**config.mk**
```make
export PLATFORM = sky130hd
export DESIGN_NAME = digit_editor
export DESIGN_NICKNAME = d
export VERILOG_FILES = /design/src/rtl/digit_editor.sv
export SDC_FILE = /design/constraint.sdc
export NUM_CORES = 1
export LEC_CHECK = 0
export BUFFER_PORTS_ARGS = -buffer_cell sky130_fd_sc_hd__buf_2
export CAP_MARGIN = 0
export CORE_MARGIN = 3
export CORE_UTILIZATION = 59
export DETAILED_ROUTE_END_ITERATION = 8
export PLACE_DENSITY = 0.95
export SLEW_MARGIN = 20
export SYNTH_ARGS = -nofsm -noshare
export SYNTH_HDL_FRONTEND = slang
export SYNTH_SLANG_ARGS = --single-unit
```
**constraint.sdc**
```tcl
create_clock -name clk -period 4.3 [get_ports clk]
set_input_delay 0.43 -clock clk [delete_from_list [all_inputs] [get_ports clk]]
set_output_delay 0.43 -clock clk [all_outputs]
set_load 0.01 [all_outputs]
```
**src/rtl/digit_editor.sv**
```systemverilog
// Eight-digit hex editor: buttons step the digit under the cursor or move the cursor; cursor digit blinks.
// Optional hold-to-repeat on inc/dec is compiled in with DIGIT_EDITOR_AUTO_REPEAT_EN.
module digit_editor #(
  parameter int unsigned BLINK_DIV    = 25000000,
  parameter int unsigned REPEAT_DELAY = 50000000,
  parameter int unsigned REPEAT_RATE  = 10000000
) (
  input  logic        clk,
  input  logic        rst,
  input  logic [3:0]  button_pulse,
  input  logic [3:0]  button_out,
  input  logic [15:0] SW_OK,
  output logic [31:0] disp_num,
  output logic [2:0]  cursor,
  output logic [7:0]  blink_mask,
  output logic [7:0]  point_out
);

  localparam logic [31:0] BLINK_LAST = BLINK_DIV - 1;

  logic        edit, clr, act;
  logic        rep_step, rep_dir_dec;
  logic        do_inc, do_dec, do_left, do_right, touched;
  logic [3:0]  digit_cur;
  logic [31:0] disp_nxt;
  logic [2:0]  cursor_nxt;
  logic [31:0] blink_cnt, blink_cnt_nxt;
  logic        phase, phase_nxt;

  assign edit      = SW_OK[0];
  assign clr       = SW_OK[1];
  assign act       = edit & ~clr;
  assign digit_cur = disp_num[{cursor, 2'b00} +: 4];

`ifdef DIGIT_EDITOR_AUTO_REPEAT_EN
  typedef enum logic [1:0] {IDLE, DELAY, REPEAT} rep_state_t;

  localparam logic [31:0] DELAY_LAST = REPEAT_DELAY - 1;
  localparam logic [31:0] RATE_LAST  = REPEAT_RATE - 1;

  rep_state_t  state, state_nxt;
  logic [31:0] rep_cnt, rep_cnt_nxt;
  logic        rep_dec_q, rep_dec_nxt;
  logic        start, held;
  logic [11:0] unused_sw;

  assign unused_sw   = SW_OK[15:4] | {10'd0, SW_OK[3:2]};
  assign start       = act & (button_pulse[0] | button_pulse[1]);
  assign held        = (button_out == (rep_dec_q ? 4'b0010 : 4'b0001));
  assign rep_dir_dec = rep_dec_q;

  always_comb begin
    state_nxt   = state;
    rep_cnt_nxt = rep_cnt;
    rep_dec_nxt = rep_dec_q;
    rep_step    = 1'b0;
    if (start) begin
      state_nxt   = DELAY;
      rep_cnt_nxt = '0;
      rep_dec_nxt = ~button_pulse[0];
    end else if (state != IDLE && (!held || !act)) begin
      state_nxt   = IDLE;
      rep_cnt_nxt = '0;
    end else begin
      case (state)
        DELAY: begin
          // First repeat step fires on entry; later steps every REPEAT_RATE cycles.
          if (rep_cnt == DELAY_LAST) begin
            state_nxt   = REPEAT;
            rep_cnt_nxt = '0;
            rep_step    = 1'b1;
          end else begin
            rep_cnt_nxt = rep_cnt + 32'd1;
          end
        end
        REPEAT: begin
          if (rep_cnt == RATE_LAST) begin
            rep_cnt_nxt = '0;
            rep_step    = 1'b1;
          end else begin
            rep_cnt_nxt = rep_cnt + 32'd1;
          end
        end
        default: ;
      endcase
    end
  end

  always_ff @(posedge clk) begin
    if (rst) begin
      state     <= IDLE;
      rep_cnt   <= '0;
      rep_dec_q <= 1'b0;
    end else begin
      state     <= state_nxt;
      rep_cnt   <= rep_cnt_nxt;
      rep_dec_q <= rep_dec_nxt;
    end
  end
`else
  logic [15:0] unused_in;

  assign unused_in   = {SW_OK[15:2], REPEAT_DELAY[0], REPEAT_RATE[0]} ^ {12'd0, button_out};
  assign rep_step    = 1'b0;
  assign rep_dir_dec = 1'b0;
`endif

  always_comb begin
    do_inc   = 1'b0;
    do_dec   = 1'b0;
    do_left  = 1'b0;
    do_right = 1'b0;
    if (act) begin
      if (button_pulse[0])      do_inc   = 1'b1;
      else if (button_pulse[1]) do_dec   = 1'b1;
      else if (rep_step) begin
        do_inc = ~rep_dir_dec;
        do_dec = rep_dir_dec;
      end
      else if (button_pulse[2]) do_left  = 1'b1;
      else if (button_pulse[3]) do_right = 1'b1;
    end
  end

  assign touched = do_inc | do_dec | do_left | do_right;

  always_comb begin
    disp_nxt   = disp_num;
    cursor_nxt = cursor;
    if (clr)           disp_nxt = '0;
    else if (do_inc)   disp_nxt[{cursor, 2'b00} +: 4] = digit_cur + 4'd1;
    else if (do_dec)   disp_nxt[{cursor, 2'b00} +: 4] = digit_cur - 4'd1;
    else if (do_left)  cursor_nxt = cursor + 3'd1;
    else if (do_right) cursor_nxt = cursor - 3'd1;
  end

  // Any edit restarts the blink so the touched digit shows at once.
  always_comb begin
    blink_cnt_nxt = blink_cnt + 32'd1;
    phase_nxt     = phase;
    if (touched) begin
      blink_cnt_nxt = '0;
      phase_nxt     = 1'b0;
    end else if (blink_cnt == BLINK_LAST) begin
      blink_cnt_nxt = '0;
      phase_nxt     = ~phase;
    end
  end

  always_ff @(posedge clk) begin
    if (rst) begin
      disp_num   <= '0;
      cursor     <= '0;
      blink_cnt  <= '0;
      phase      <= 1'b0;
      blink_mask <= '0;
      point_out  <= '0;
    end else begin
      disp_num   <= disp_nxt;
      cursor     <= cursor_nxt;
      blink_cnt  <= blink_cnt_nxt;
      phase      <= phase_nxt;
      blink_mask <= (edit & phase_nxt) ? (8'd1 << cursor_nxt) : 8'd0;
      point_out  <= edit ? (8'd1 << cursor_nxt) : 8'd0;
    end
  end

endmodule
```
; Word-level counts from Yosys, hierarchy flattened
; Cells that the tools add are included.
[word_totals]
ff_bits = 84
[op_classes]
addsub = 6
bitwise = 9
n_reduce_logical = 5
mux = 25
eq_ne = 1
shift = 5
[op_table]
columns = op, count
row1 = bitwise mux 32 bit, 2
row2 = two-way mux 32 bit, 2
row3 = indexed part select 4 x 7 -> 32 bit, 2
row4 = "adder 32 x 1 -> 32 bit, second input constant", 1
row5 = "== test 32 x 25 -> 1 bit, second input constant", 1
row6 = "variable shift 4 x 7 -> 32 bit, first input constant", 1
row7 = indexed part select 32 x 6 -> 4 bit, 1
row8 = two-way mux 1 bit, 16
row9 = two-way mux 3 bit, 5
row10 = "left shift 1 x 3 -> 8 bit, first input constant", 1
row11 = negation 5 -> 7 bit, 1
row12 = OR reduction 2 bit, 3
row13 = "adder 4 x 1 -> 4 bit, second input constant", 1
row14 = inverter 1 bit, 4
row15 = "subtractor 4 x 1 -> 4 bit, second input constant", 1
row16 = "adder 3 x 1 -> 3 bit, second input constant", 1
row17 = OR 1 bit, 3
row18 = OR reduction 3 bit, 1
row19 = "subtractor 3 x 1 -> 3 bit, second input constant", 1
row20 = AND 1 bit, 2
row21 = nonzero test 2 bit, 1

; Longest topological paths before layout
[logic_depth]
ltp_word = 11
mapped_depth = 10
mapped_depth_nobuf = 9

; Worst setup path before layout
; Ideal clock, no wire load.
[synth_path]
path_type = flip-flop to flip-flop
startpoint = register cursor[1]
endpoint = register blink_mask[4]
stages_incl_launch_ff = 9
setup_time_ps = 66
setup_slack_ps = 1694
arrival_ps = 2541
required_ps = 4234
path_buffers = 0
path_cell_list = dfxtp_1 -> clkinv_1 -> ha_1 -> ha_1 -> a31oi_1 -> o22ai_1 -> or3b_1 -> or3_1 -> nor2_1
[synth_between]
elab_chain_len = 7
word_cells_on_any_way = 8
cone_classes = 2 x add/sub / 1 x shift / 5 x mux
[synth_lines]
columns = item, line_no
row1 = from (decl), 14  ; output logic [2:0] cursor,
row2 = from (signal assigned), 160  ; cursor <= cursor_nxt;
row3 = subtractor 3 x 1 -> 3 bit, 134  ; else if (do_right) cursor_nxt = cursor - 3'd1;
row4 = two-way mux 3 bit, 134
row5 = two-way mux 3 bit, 133  ; else if (do_left) cursor_nxt = cursor + 3'd1;
row6 = two-way mux 3 bit, 132  ; else if (do_dec) disp_nxt[{cursor, 2'b00} +: 4] = digit_cur - 4'd1;
row7 = two-way mux 3 bit, 131  ; else if (do_inc) disp_nxt[{cursor, 2'b00} +: 4] = digit_cur + 4'd1;
row8 = two-way mux 3 bit *, 130  ; if (clr) disp_nxt = '0;
row9 = left shift 1 x 3 -> 8 bit *, 163  ; blink_mask <= (edit & phase_nxt) ? (8'd1 << cursor_nxt) : 8'd0;
row10 = to (signal assigned), 163
row11 = to (decl), 15  ; output logic [7:0] blink_mask,
; Every way passes the cells marked *; elsewhere a longest branch is shown, timed or not.
; A chain may end at the register's enable or synchronous reset.

; Worst setup path in the final report
[layout_path]
startpoint = register cursor[0]
endpoint = register disp_num[17]
[layout_between]
elab_chain_len = 6
word_cells_on_any_way = 11
cone_classes = 3 x add/sub / 4 x shift / 4 x mux
[layout_lines]
columns = item, line_no
row1 = indexed part select 32 x 6 -> 4 bit, 33  ; assign digit_cur = disp_num[{cursor, 2'b00} +: 4];
row2 = subtractor 4 x 1 -> 4 bit, 132
row3 = indexed part select 4 x 7 -> 32 bit, 132
row4 = bitwise mux 32 bit, 132
row5 = two-way mux 32 bit, 132
row6 = two-way mux 32 bit *, 131
row7 = to (signal assigned), 159  ; disp_num <= disp_nxt;
row8 = to (decl), 13  ; output logic [31:0] disp_num,
; Every way passes the cells marked *; elsewhere a longest branch is shown, timed or not. The select of a mux whose other input is x is not followed.

==> metrics <==
outcome finished clean; slew of the pin with the lowest slew margin 0.964 ns; critical path required time 4.53 ns; total clock sinks 84; register area share after synthesis 43.7%; Post-Syn Area per Cell 8.83 um2; Finish-stage setup viols 0; Syn Nets 471; first-pass GRT wire length 15,000 um; clock buffer count from CTS 9; vias per std cell 5.97; die width 86.8 um; PostCTS Resize Cnt 0; drt total wl 8870 um; EDFF count, synth 0; clock slew at the register clock pins of the worst setup and hold paths 0.09 ns; WL/cell 15.6 um; Remaining DRCs 0; Leak 1.76 nW; FP Rows 28; Placed Area 4170 um2; power per cell area 342 nW/um2; Slew Viols, Final 0; gr usage total 25.1%; Cells after Synth 436; CP Class reg -> reg; final core occ 71.8%; CP Max Fanout 12; CP Capture Type register; htree depth 3; Post-Synthesis Cell Area 3850 um2; fin crit period 3.31 ns; Area Overhead vs Synth 14.3%; Crit Reg-Reg Startpoint cursor[0]$_SDFF_PP0_; Critical Path Sink disp_num[17]$_SDFFE_PP0P_; CTS tree yes; DIE AREA 7530 um2; DR pass1 iterations 5; share of cells above drive strength 1 18.2%; final instance area 4400 um2; worst vdd ir 0.285 mV; Vias 3,404; Max Buffers Root-to-Sink 2; initial core utilization 62.8%; cts hold-fix bufs 0; First DRT Iteration DRCs 236; flops & latches, synth 84; clock latency on the worst-skew pair 0.36 ns; Root Buffer Master clkbuf_8; Max-Cap Viols 0; Slew HR 35.8%; critical path arrival 3.53 ns; final hold vios 0; Synth cell types 46; total core area 6130 um2; DRT antenna net count 0; filler instances 401; FF-to-FF setup slack 0.99 ns; Worst Setup SP cursor[0]$_SDFF_PP0_; Die Ht 86.8 um; initial antenna violation count 0; Hold WC Path Type in -> reg; ys flop type dfxtp_1; IO Port Bufs 58; fraction of registers with async set/reset 0%; Startpoint Class register; Final #Nets 525; setup TNS 0 ns; vias in the first global route 3,241; grt total ovfl 0; RSZ-0062 raised after global routing false; reg2reg end disp_num[17]$_SDFFE_PP0P_; Worst Skew 0.0116 ns; Detail Placement HPWL 6160 um; IO Pins 77; largest net degree at the start of global routing 33; post-CTS setup buffers 0; GP Congestion 0.956; yosys warns 0; final antenna diode count 0; FMAX 302 MHz; Register-to-Register Path Depth 8; Final Cycle Share 76.9%
layout by cell type, fill, tap and decap left out, types with 12 or more instances in the layout:
cell,Yosys,layout
inv_1,12,12
nand3_1,29,29
a21oi_1,19,19
xnor2_1,17,17
mux2i_1,12,12
dfxtp_1,84,84
nor3_1,22,22
nand2_1,25,25
nor2_1,91,91
buf_2,2,58
xor2_1,15,15
metal layers:
layer	routed length [um]	GRT usage, %
met5	0	0
met4	298	12.3
met3	774	5.70
met2	4230	41.6
met1	3560	30.6
Yosys cell counts (all sizes together) (2+ instances only):
| cell | count | area, um2 |
|---|---|---|
| or3 | 8 | 50.1 |
| nand4 | 9 | 56.3 |
| a211oi | 3 | 27.5 |
| ha | 9 | 113 |
| o22ai | 2 | 12.5 |
| inv | 13 | 48.8 |
| nor2 | 92 | 348 |
| nand2 | 25 | 93.8 |
| buf | 3 | 21.3 |
| a31oi | 2 | 27.5 |
| and3 | 9 | 56.3 |
| dfxtp | 84 | 1680 |
| nand3 | 29 | 145 |
| nand2b | 3 | 18.8 |
| o211ai | 4 | 30.0 |
| o221ai | 2 | 17.5 |
| nor2b | 5 | 31.3 |
| a21oi | 19 | 95.1 |
| clkbuf | 13 | 48.8 |
| nor3 | 22 | 110 |
| mux4 | 8 | 184 |
| nand3b | 3 | 22.5 |
| and4 | 3 | 26.3 |
| mux2i | 13 | 143 |
| and2 | 2 | 12.5 |
| xnor2 | 17 | 149 |
| xor2 | 15 | 131 |
| o21ai | 4 | 20.0 |
| nor4 | 6 | 43.8 |
power breakdown:
group | total, W | leakage, nW | switching [W] | internal (W)
Sequential | 0.000788 | 0.677 | 0.00000579 | 0.000782
Combinational | 0.0000791 | 0.974 | 0.0000537 | 0.0000254
Clock | 0.000640 | 0.112 | 0.000304 | 0.000336
Total | 0.00151 | 1.76 | 0.000364 | 0.00114
per-stage QoR:
| stage | std cells | hold WS (ns) | total power [W] | setup slack [ns] |
|---|---|---|---|---|
| final | 570 | 0.337 | 0.00151 | 0.993 |
| after global routing | 570 | 0.330 | 0.00156 | 0.710 |
| after CTS | 570 | 0.335 | 0.00151 | 1.07 |
| after detailed placement | 554 | 0.468 | 0.000883 | 1.08 |
| after global placement | 554 | 0.443 | 0.000880 | 1.21 |
| after floorplan | 436 | 0.430 | 0.000863 | 1.69 |
worst max-delay path, cell delays in order, from the launching register on:
cell	delay (ns)
dfxtp_1	0.80
mux4_1	0.63
mux2i_1	0.31
ha_1	0.31
xnor2_1	0.59
inv_1	0.18
and3_1	0.19
a21oi_1	0.11
nor2_1	0.05
cell families after synthesis:
kind of cell	synth area share [%]
and+or+nand+nor	27.8
DFF	43.7
AOI/OAI and AO/OA	6.66
xor gates and xnor gates	7.28
buffers and inverters	3.18
muxes	8.48
adders and majority gates	2.92
state kept, by name, indices dropped and copies added (netlist names), named ones only:
| name | count |
|---|---|
| blink_mask | 8 |
| point_out | 8 |
| blink_cnt | 32 |
| phase | 1 |
| disp_num | 24 |
| cursor | 3 |
worst min-delay path by stage:
stage / cells after the start / to / from
after floorplan: 1 / blink_cnt[0]$_SDFF_PP0_ / blink_cnt[0]$_SDFF_PP0_
after global placement: 1 / blink_cnt[0]$_SDFF_PP0_ / blink_cnt[0]$_SDFF_PP0_
after detailed placement: 1 / blink_cnt[0]$_SDFF_PP0_ / blink_cnt[0]$_SDFF_PP0_
after CTS: 2 / cursor[1]$_SDFF_PP0_ / rst
after global routing: 2 / cursor[1]$_SDFF_PP0_ / rst
final: 2 / cursor[2]$_SDFF_PP0_ / rst
cell type report:
cell class / count / area (um2) / area share [%]
inverters: 14 / 52.6 / 1.19
clock inverters: 7 / 105 / 2.39
flip-flops and latches: 84 / 1680 / 38.2
well taps: 75 / 93.8 / 2.13
repair buffers: 59 / 298 / 6.77
clock buffers: 9 / 124 / 2.81
multi-input cells: 322 / 2050 / 46.5
Power figures use the tool's default switching activity.
